File: config.mk
export PLATFORM = sky130hd
export DESIGN_NAME = fetch_flat
export DESIGN_NICKNAME = d
export VERILOG_FILES = /design/src/rtl/fetch_pkg.sv /design/src/rtl/fetch_if.sv /design/src/rtl/fetch.sv /design/src/flat_wrapper.sv
export SDC_FILE = /design/constraint.sdc
export NUM_CORES = 1
export LEC_CHECK = 0
export BUFFER_PORTS_ARGS = -buffer_cell sky130_fd_sc_hd__clkbuf_2
export CAP_MARGIN = 20
export CORE_MARGIN = 3
export CORE_UTILIZATION = 55
export DETAILED_ROUTE_END_ITERATION = 12
export PLACE_DENSITY = 0.94
export SYNTH_ARGS = -nofsm -noshare
export SYNTH_HDL_FRONTEND = slang
export SYNTH_SLANG_ARGS = --single-unit
File: constraint.sdc
create_clock -name clk -period 9.75 [get_ports clk]
set_clock_uncertainty 0.05 [all_clocks]
set_input_delay 1.95 -clock clk [delete_from_list [all_inputs] [get_ports clk]]
set_output_delay 1.95 -clock clk [all_outputs]
set_load 0.005 [all_outputs]
File: src/rtl/fetch_pkg.sv
// fetch_pkg: shared types and defaults for the instruction fetch unit
package fetch_pkg;

    localparam logic [31:0] RESET_PC_DEF = 32'hBFC0_0000;

    typedef enum logic [1:0] {
        S_REQ,
        S_WAIT,
        S_DROP
    } fetch_state_t;

    typedef struct packed {
        logic        valid;
        logic [31:0] instr;
        logic [31:0] pc;
        logic [31:0] pcplus4;
        logic        adel;
    } fetch_out_t;

endpackage

File: src/rtl/fetch_if.sv
// fetch_if: single-outstanding instruction bus between fetch (master) and memory (slave)
interface fetch_if;

    logic        req;
    logic [31:0] addr;
    logic        addr_ok;
    logic        data_ok;
    logic [31:0] rdata;

    modport master (output req, addr, input addr_ok, data_ok, rdata);
    modport slave  (input req, addr, output addr_ok, data_ok, rdata);

endinterface

File: src/rtl/fetch.sv
// fetch: instruction fetch with delayed branch and immediate flush; optional FETCH_ALIGN_CHECK_EN address check
module fetch
    import fetch_pkg::*;
#(
    parameter logic [31:0] RESET_PC = RESET_PC_DEF
) (
    input  logic        clk,
    input  logic        reset,
    fetch_if.master     ibus,
    input  logic        stall,
    input  logic        branch_valid,
    input  logic [31:0] branch_target,
    input  logic        flush_valid,
    input  logic [31:0] flush_pc,
    output logic        out_valid,
    output logic [31:0] out_instr,
    output logic [31:0] out_pc,
    output logic [31:0] out_pcplus4,
    output logic        out_adel
);

    fetch_state_t state_q, state_d;
    logic [31:0]  pc_q, pc_d, tgt_q, tgt_d;
    logic         pend_q, pend_d;
    fetch_out_t   out_q, out_d;
    logic         can_load, misalign, accept;

`ifdef FETCH_ALIGN_CHECK_EN
    assign misalign = |pc_q[1:0];
`else
    assign misalign = 1'b0;
`endif

    assign can_load    = ~out_q.valid | ~stall;
    assign ibus.req    = (state_q == S_REQ) & can_load & ~misalign;
    assign ibus.addr   = pc_q;
    assign accept      = ibus.req & ibus.addr_ok;
    assign out_valid   = out_q.valid;
    assign out_instr   = out_q.instr;
    assign out_pc      = out_q.pc;
    assign out_pcplus4 = out_q.pcplus4;
    assign out_adel    = out_q.adel;

    // next state: bus handshake, delivery into the output register, then branch and flush redirects
    always_comb begin
        state_d = state_q;
        pc_d    = pc_q;
        pend_d  = pend_q;
        tgt_d   = tgt_q;
        out_d   = out_q;
        if (out_q.valid & ~stall) out_d.valid = 1'b0;
        case (state_q)
            S_REQ:   if (accept) state_d = S_WAIT;
            S_WAIT: begin
                if (ibus.data_ok) begin
                    out_d   = '{valid: 1'b1, instr: ibus.rdata, pc: pc_q, pcplus4: pc_q + 32'd4, adel: 1'b0};
                    pc_d    = pend_q ? tgt_q : pc_q + 32'd4;
                    pend_d  = 1'b0;
                    state_d = S_REQ;
                end
            end
            default: if (ibus.data_ok) state_d = S_REQ;
        endcase
`ifdef FETCH_ALIGN_CHECK_EN
        if ((state_q == S_REQ) & misalign & can_load)
            out_d = '{valid: 1'b1, instr: 32'd0, pc: pc_q, pcplus4: pc_q + 32'd4, adel: 1'b1};
`endif
        if (branch_valid) begin
            pend_d = 1'b1;
            tgt_d  = branch_target;
        end
        if (flush_valid) begin
            out_d.valid = 1'b0;
            pc_d        = flush_pc;
            pend_d      = 1'b0;
            state_d     = (((state_q == S_REQ) & ~accept) | ((state_q != S_REQ) & ibus.data_ok)) ? S_REQ : S_DROP;
        end
    end

    // state, pc, pending branch and output registers
    always_ff @(posedge clk or posedge reset) begin
        if (reset) begin
            state_q <= S_REQ;
            pc_q    <= RESET_PC;
            pend_q  <= 1'b0;
            tgt_q   <= '0;
            out_q   <= '0;
        end else begin
            state_q <= state_d;
            pc_q    <= pc_d;
            pend_q  <= pend_d;
            tgt_q   <= tgt_d;
            out_q   <= out_d;
        end
    end

endmodule

File: src/flat_wrapper.sv
// flat-port wrapper written by rule: the top's interface ports become plain ports
module fetch_flat import fetch_pkg::*;
#(
    parameter logic [31:0] RESET_PC = RESET_PC_DEF
)
  (clk, reset, stall, branch_valid, branch_target, flush_valid, flush_pc, out_valid, out_instr, out_pc, out_pcplus4, out_adel, ibus_req, ibus_addr, ibus_addr_ok, ibus_data_ok, ibus_rdata);
  fetch_if ibus_i ();
  input  logic clk;
  input  logic reset;
  input  logic stall;
  input  logic branch_valid;
  input  logic [31:0] branch_target;
  input  logic flush_valid;
  input  logic [31:0] flush_pc;
  output logic out_valid;
  output logic [31:0] out_instr;
  output logic [31:0] out_pc;
  output logic [31:0] out_pcplus4;
  output logic out_adel;
  output wire logic [$bits(ibus_i.req)-1:0] ibus_req;
  output wire logic [$bits(ibus_i.addr)-1:0] ibus_addr;
  input wire logic [$bits(ibus_i.addr_ok)-1:0] ibus_addr_ok;
  input wire logic [$bits(ibus_i.data_ok)-1:0] ibus_data_ok;
  input wire logic [$bits(ibus_i.rdata)-1:0] ibus_rdata;
  assign ibus_req = ibus_i.req;
  assign ibus_addr = ibus_i.addr;
  assign ibus_i.addr_ok = ibus_addr_ok;
  assign ibus_i.data_ok = ibus_data_ok;
  assign ibus_i.rdata = ibus_rdata;
  fetch #(.RESET_PC(RESET_PC)) u_core (.clk(clk), .reset(reset), .ibus(ibus_i), .stall(stall), .branch_valid(branch_valid), .branch_target(branch_target), .flush_valid(flush_valid), .flush_pc(flush_pc), .out_valid(out_valid), .out_instr(out_instr), .out_pc(out_pc), .out_pcplus4(out_pcplus4), .out_adel(out_adel));
endmodule
# == Yosys cells after proc, flatten, opt, wreduce, memory -nomap -nowiden ==
# Index checks and enable logic that the tools add are counted.
# classes
n_lt_le_gt_ge,0
mul,0
add_sub_neg,1
n_bitwise,10
n_mux,17
n_eq_ne,2
n_reduce_logical,11
shift,0
div_mod_pow,0
# ops
operator,n
98-bit two-way mux,2
32-bit two-way mux,4
32-bit by 3-bit adder with 32-bit output (second input constant),1
2-bit two-way mux,5
3-bit nonzero test,3
2-bit AND reduction,4
1-bit two-way mux,6
2-bit nonzero test,3
1-bit bitwise AND,5
3-bit by 2-bit inequality test with 1-bit output (second input constant),1
1-bit inverter,3
2-bit by 1-bit == test with 1-bit output (second input constant),1
2-bit zero test,1
1-bit OR,2
# totals
reg_bits,164
romBits,0
wordCells,49
latchBits,0
mem_count,0
ram_bits,0

# == Depth between registers and ports, before layout ==
# logic_depth
word_depth,9
mapped_depth,7
mapped_depth_nobuf,6

# == Worst setup path after synthesis ==
# OpenSTA, ideal clock, no wires.
# synth_path
path_kind,input -> output
from,input port stall
to,output port ibus_req
slack_ps,5527
t_required_ps,7750
t_arrival_ps,2223
cell_stages,1
cell_sequence,a211oi_1
# synth_between
elab_chain_cells,3
# synth_rtl
item,line_no,text
"start, declared",flat_wrapper.sv:10,input logic stall;
1-bit inverter,fetch.sv:34,assign can_load = ~out_q.valid | ~stall;
1-bit OR,fetch.sv:34,
1-bit bitwise AND,fetch.sv:35,assign ibus.req = (state_q == S_REQ) & can_load & ~misalign;
"end, declared",flat_wrapper.sv:20,output wire logic [$bits(ibus_i.req)-1:0] ibus_req;
# No other way between the ends.

# == Final worst setup path ==
# Ends and elaborated chain as after synthesis.

==> metrics <==
Final Cycle Share 46.0%; n_diodes 0; Peak VDD IR 0.163 mV; first-pass GRT wire length 32.8 mm; metal2 WL 10.3 mm; H-tree lvl count 4; synth-to-layout area growth 25.4%; Post-CTS Setup Inserts 0; FF+latch area 0.00407 mm2; Cell Pwr Density 241 mW/mm2; Power Total 2.21 mW; vias per cell 5.65; Worst setup EP type output port; minimum clock period 4.48 ns; routed wl met3 1.95 mm; DR pass1 iterations 5; final worst slack 5.27 ns; Post-Syn Area 0.00729 mm2; Final #Nets 1,076; Least-Margin Pin Slew 1.02 ns; Clk Latency, worst-skew pair 0.43 ns; critical path arrival 2.48 ns; CTS tree done; cell row count 41; routed vias 6,541; status completed; post-synthesis register bit count 162; Fmax 0.223 GHz; IO Count 234; Routed WL per cell 17.9 um; die height 121 um; RSZ-0062 raised after global routing no; critical path startpoint category input port; Util after Layout 71.6%; post-synthesis sequential area ratio 55.8%; DRT Wirelength 20.7 mm; Root Buffer clkbuf_16; Total Routing Usage GR 28.8%; Synth async-reset ratio 100%; initial DRC count 683; Post-Syn Instances 771; Clock Path Buffers 2; layout cells sized above 1 33.6%; port bufs 232; Leak 4.60 nW; Layout fillers 893; CTS Hold Bufs 0; placed cells 1,124; GRT overflow 0; worst slack, placed 5.27 ns; class of the worst hold path flip-flop to flip-flop; initial antenna violation count 0; Slew Limit Fails 0; CP Max Fanout 2; max-cap violation count 0; CTS Buf Count 17; # DRC 0; largest net degree at the start of global routing 95; Die W 121 um; Post-synth EDFFs 0; Net Count, Synth 875; area taken by multi-input logic gates 0.00295 mm2; Rel. slew slack 31.9%; Fin Setup TNS 0 ns; DR top layer met4; Routed Antenna Nets 0; M1 WL 7.96 mm; Resize count post-CTS 0; Sinks on Clock Net 162; Core Region 0.0128 mm2; Initial Util 57.1%; number of global-route vias before repair 6,505; final hold vios 0; Final HPWL DP 13.9 mm; routability cong. 0.838; Syn Area/Cell 9.46 um2; Final setup viols 0; Worst Setup Path Type input port to output port; ys flop type dfrtp_1; synth warn 0; Cell variety after synth 50; final std cells w/o fill 1,157; Die ar. 0.0147 mm2; Required @ worst endpoint 7.75 ns; CTS clk-pin slew, worst paths 0.06 ns
cell usage in the layout (no fill, tap or decap), types with 4 or more instances in the layout:
cell	count
nand2_1	252
clkbuf_2	232
dfrtp_1	153
a21oi_1	51
o21ai_1	49
mux2_2	34
nand3_1	30
xnor2_1	21
o21ai_0	20
clkbuf_16	17
nor2_1	14
nor3_1	10
dfstp_2	9
inv_1	7
xor2_1	7
buf_4	7
nand4_1	6
nor4_2	5
mux2i_1	5
a211oi_1	4
clkbuf_8	4
bufinv_16	4
registers in the layout, summed over array words and instances (netlist names):
name,flops
u_core.ibus.addr,32
u_core.out_instr,32
u_core.out_pc,30
u_core.out_pcplus4,32
u_core.out_valid,1
u_core.pend_q,1
u_core.state_q,2
u_core.tgt_q,32
per-stage QoR:
stage	cell area, um2	hold slack [ns]
after floorplan	7290	0.420
final	9150	0.425
after global routing	9150	0.444
after CTS	9120	0.426
after global placement	8480	0.407
after detailed placement	8480	0.411
cells by family after synthesis:
| kind of cell | after synthesis | share of synthesized area [%] |
|---|---|---|
| fa+ha+maj | 1 | 0.172 |
| buf+inv | 67 | 3.90 |
| xor+xnor | 28 | 3.36 |
| compound gates | 137 | 10.1 |
| flops | 162 | 55.8 |
| simple gates | 336 | 20.7 |
| other cells | 1 | 0.0514 |
| mux | 39 | 5.94 |
worst max-delay path: stages:
cell and delay (ns):
clkbuf_2 0.09, a211oi_1 0.27, clkbuf_2 0.17
synthesized netlist by cell type (2+ instances only):
library cell / n / area, um2
nand4_1: 6 / 37.5
a21o_1: 2 / 15.0
xnor2_1: 21 / 184
and4_1: 3 / 26.3
xor2_1: 7 / 61.3
inv_1: 8 / 30.0
mux2i_1: 5 / 50.1
buf_2: 11 / 55.1
mux2_2: 34 / 383
o21ai_1: 49 / 245
a22o_1: 2 / 17.5
buf_4: 3 / 22.5
o21ai_0: 20 / 100
dfstp_2: 9 / 236
a22oi_1: 2 / 15.0
dfrtp_1: 153 / 3830
a21oi_1: 51 / 255
and3_1: 2 / 12.5
nor4_2: 5 / 62.6
nor2_1: 14 / 52.6
a211oi_1: 4 / 30.0
nor3_1: 10 / 50.1
buf_1: 5 / 18.8
clkbuf_1: 38 / 143
nand3_1: 30 / 150
nor4_4: 2 / 42.5
nand2_1: 252 / 946
layer usage:
metal | vias up | GRT usage (%)
met4 | 0 | 10.3
li1 | 2969 | -
met2 | 383 | 48.0
met3 | 61 | 7.97
met5 | - | 0
met1 | 3128 | 36.1
power breakdown:
part           leakage [nW]  switching, mW  internal (mW)
registers              1.99          0.136          0.859
logic                  2.29          0.261          0.228
clock network         0.313          0.267          0.455
total                  4.60          0.664           1.54
worst paths after layout:
| check | start | to | slack, ns | cells after the start |
|---|---|---|---|---|
| setup / recovery | stall | ibus_req | 5.27 | 3 |
| min in group asynchronous | reset | u_core.out_pc[29] | 1.55 | 2 |
| max in group asynchronous | reset | u_core.ibus.addr[26] | 6.94 | 4 |
| hold / removal | u_core.out_instr[28] | u_core.out_instr[28] | 0.43 | 2 |
| setup reg to reg | u_core.state_q[1] | u_core.ibus.addr[27] | 6.74 | 4 |
| hold reg to reg | u_core.out_instr[28] | u_core.out_instr[28] | 0.43 | 2 |
cell type report:
type	instances	area share, %
Clock buffer	23	5.34
Clock inverter	9	1.66
Sequential cell	162	44.5
Multi-Input combinational cell	542	32.2
Tap cell	172	2.35
Timing Repair Buffer	240	13.6
Inverter	9	0.424
(Power assumes the default switching activity.)
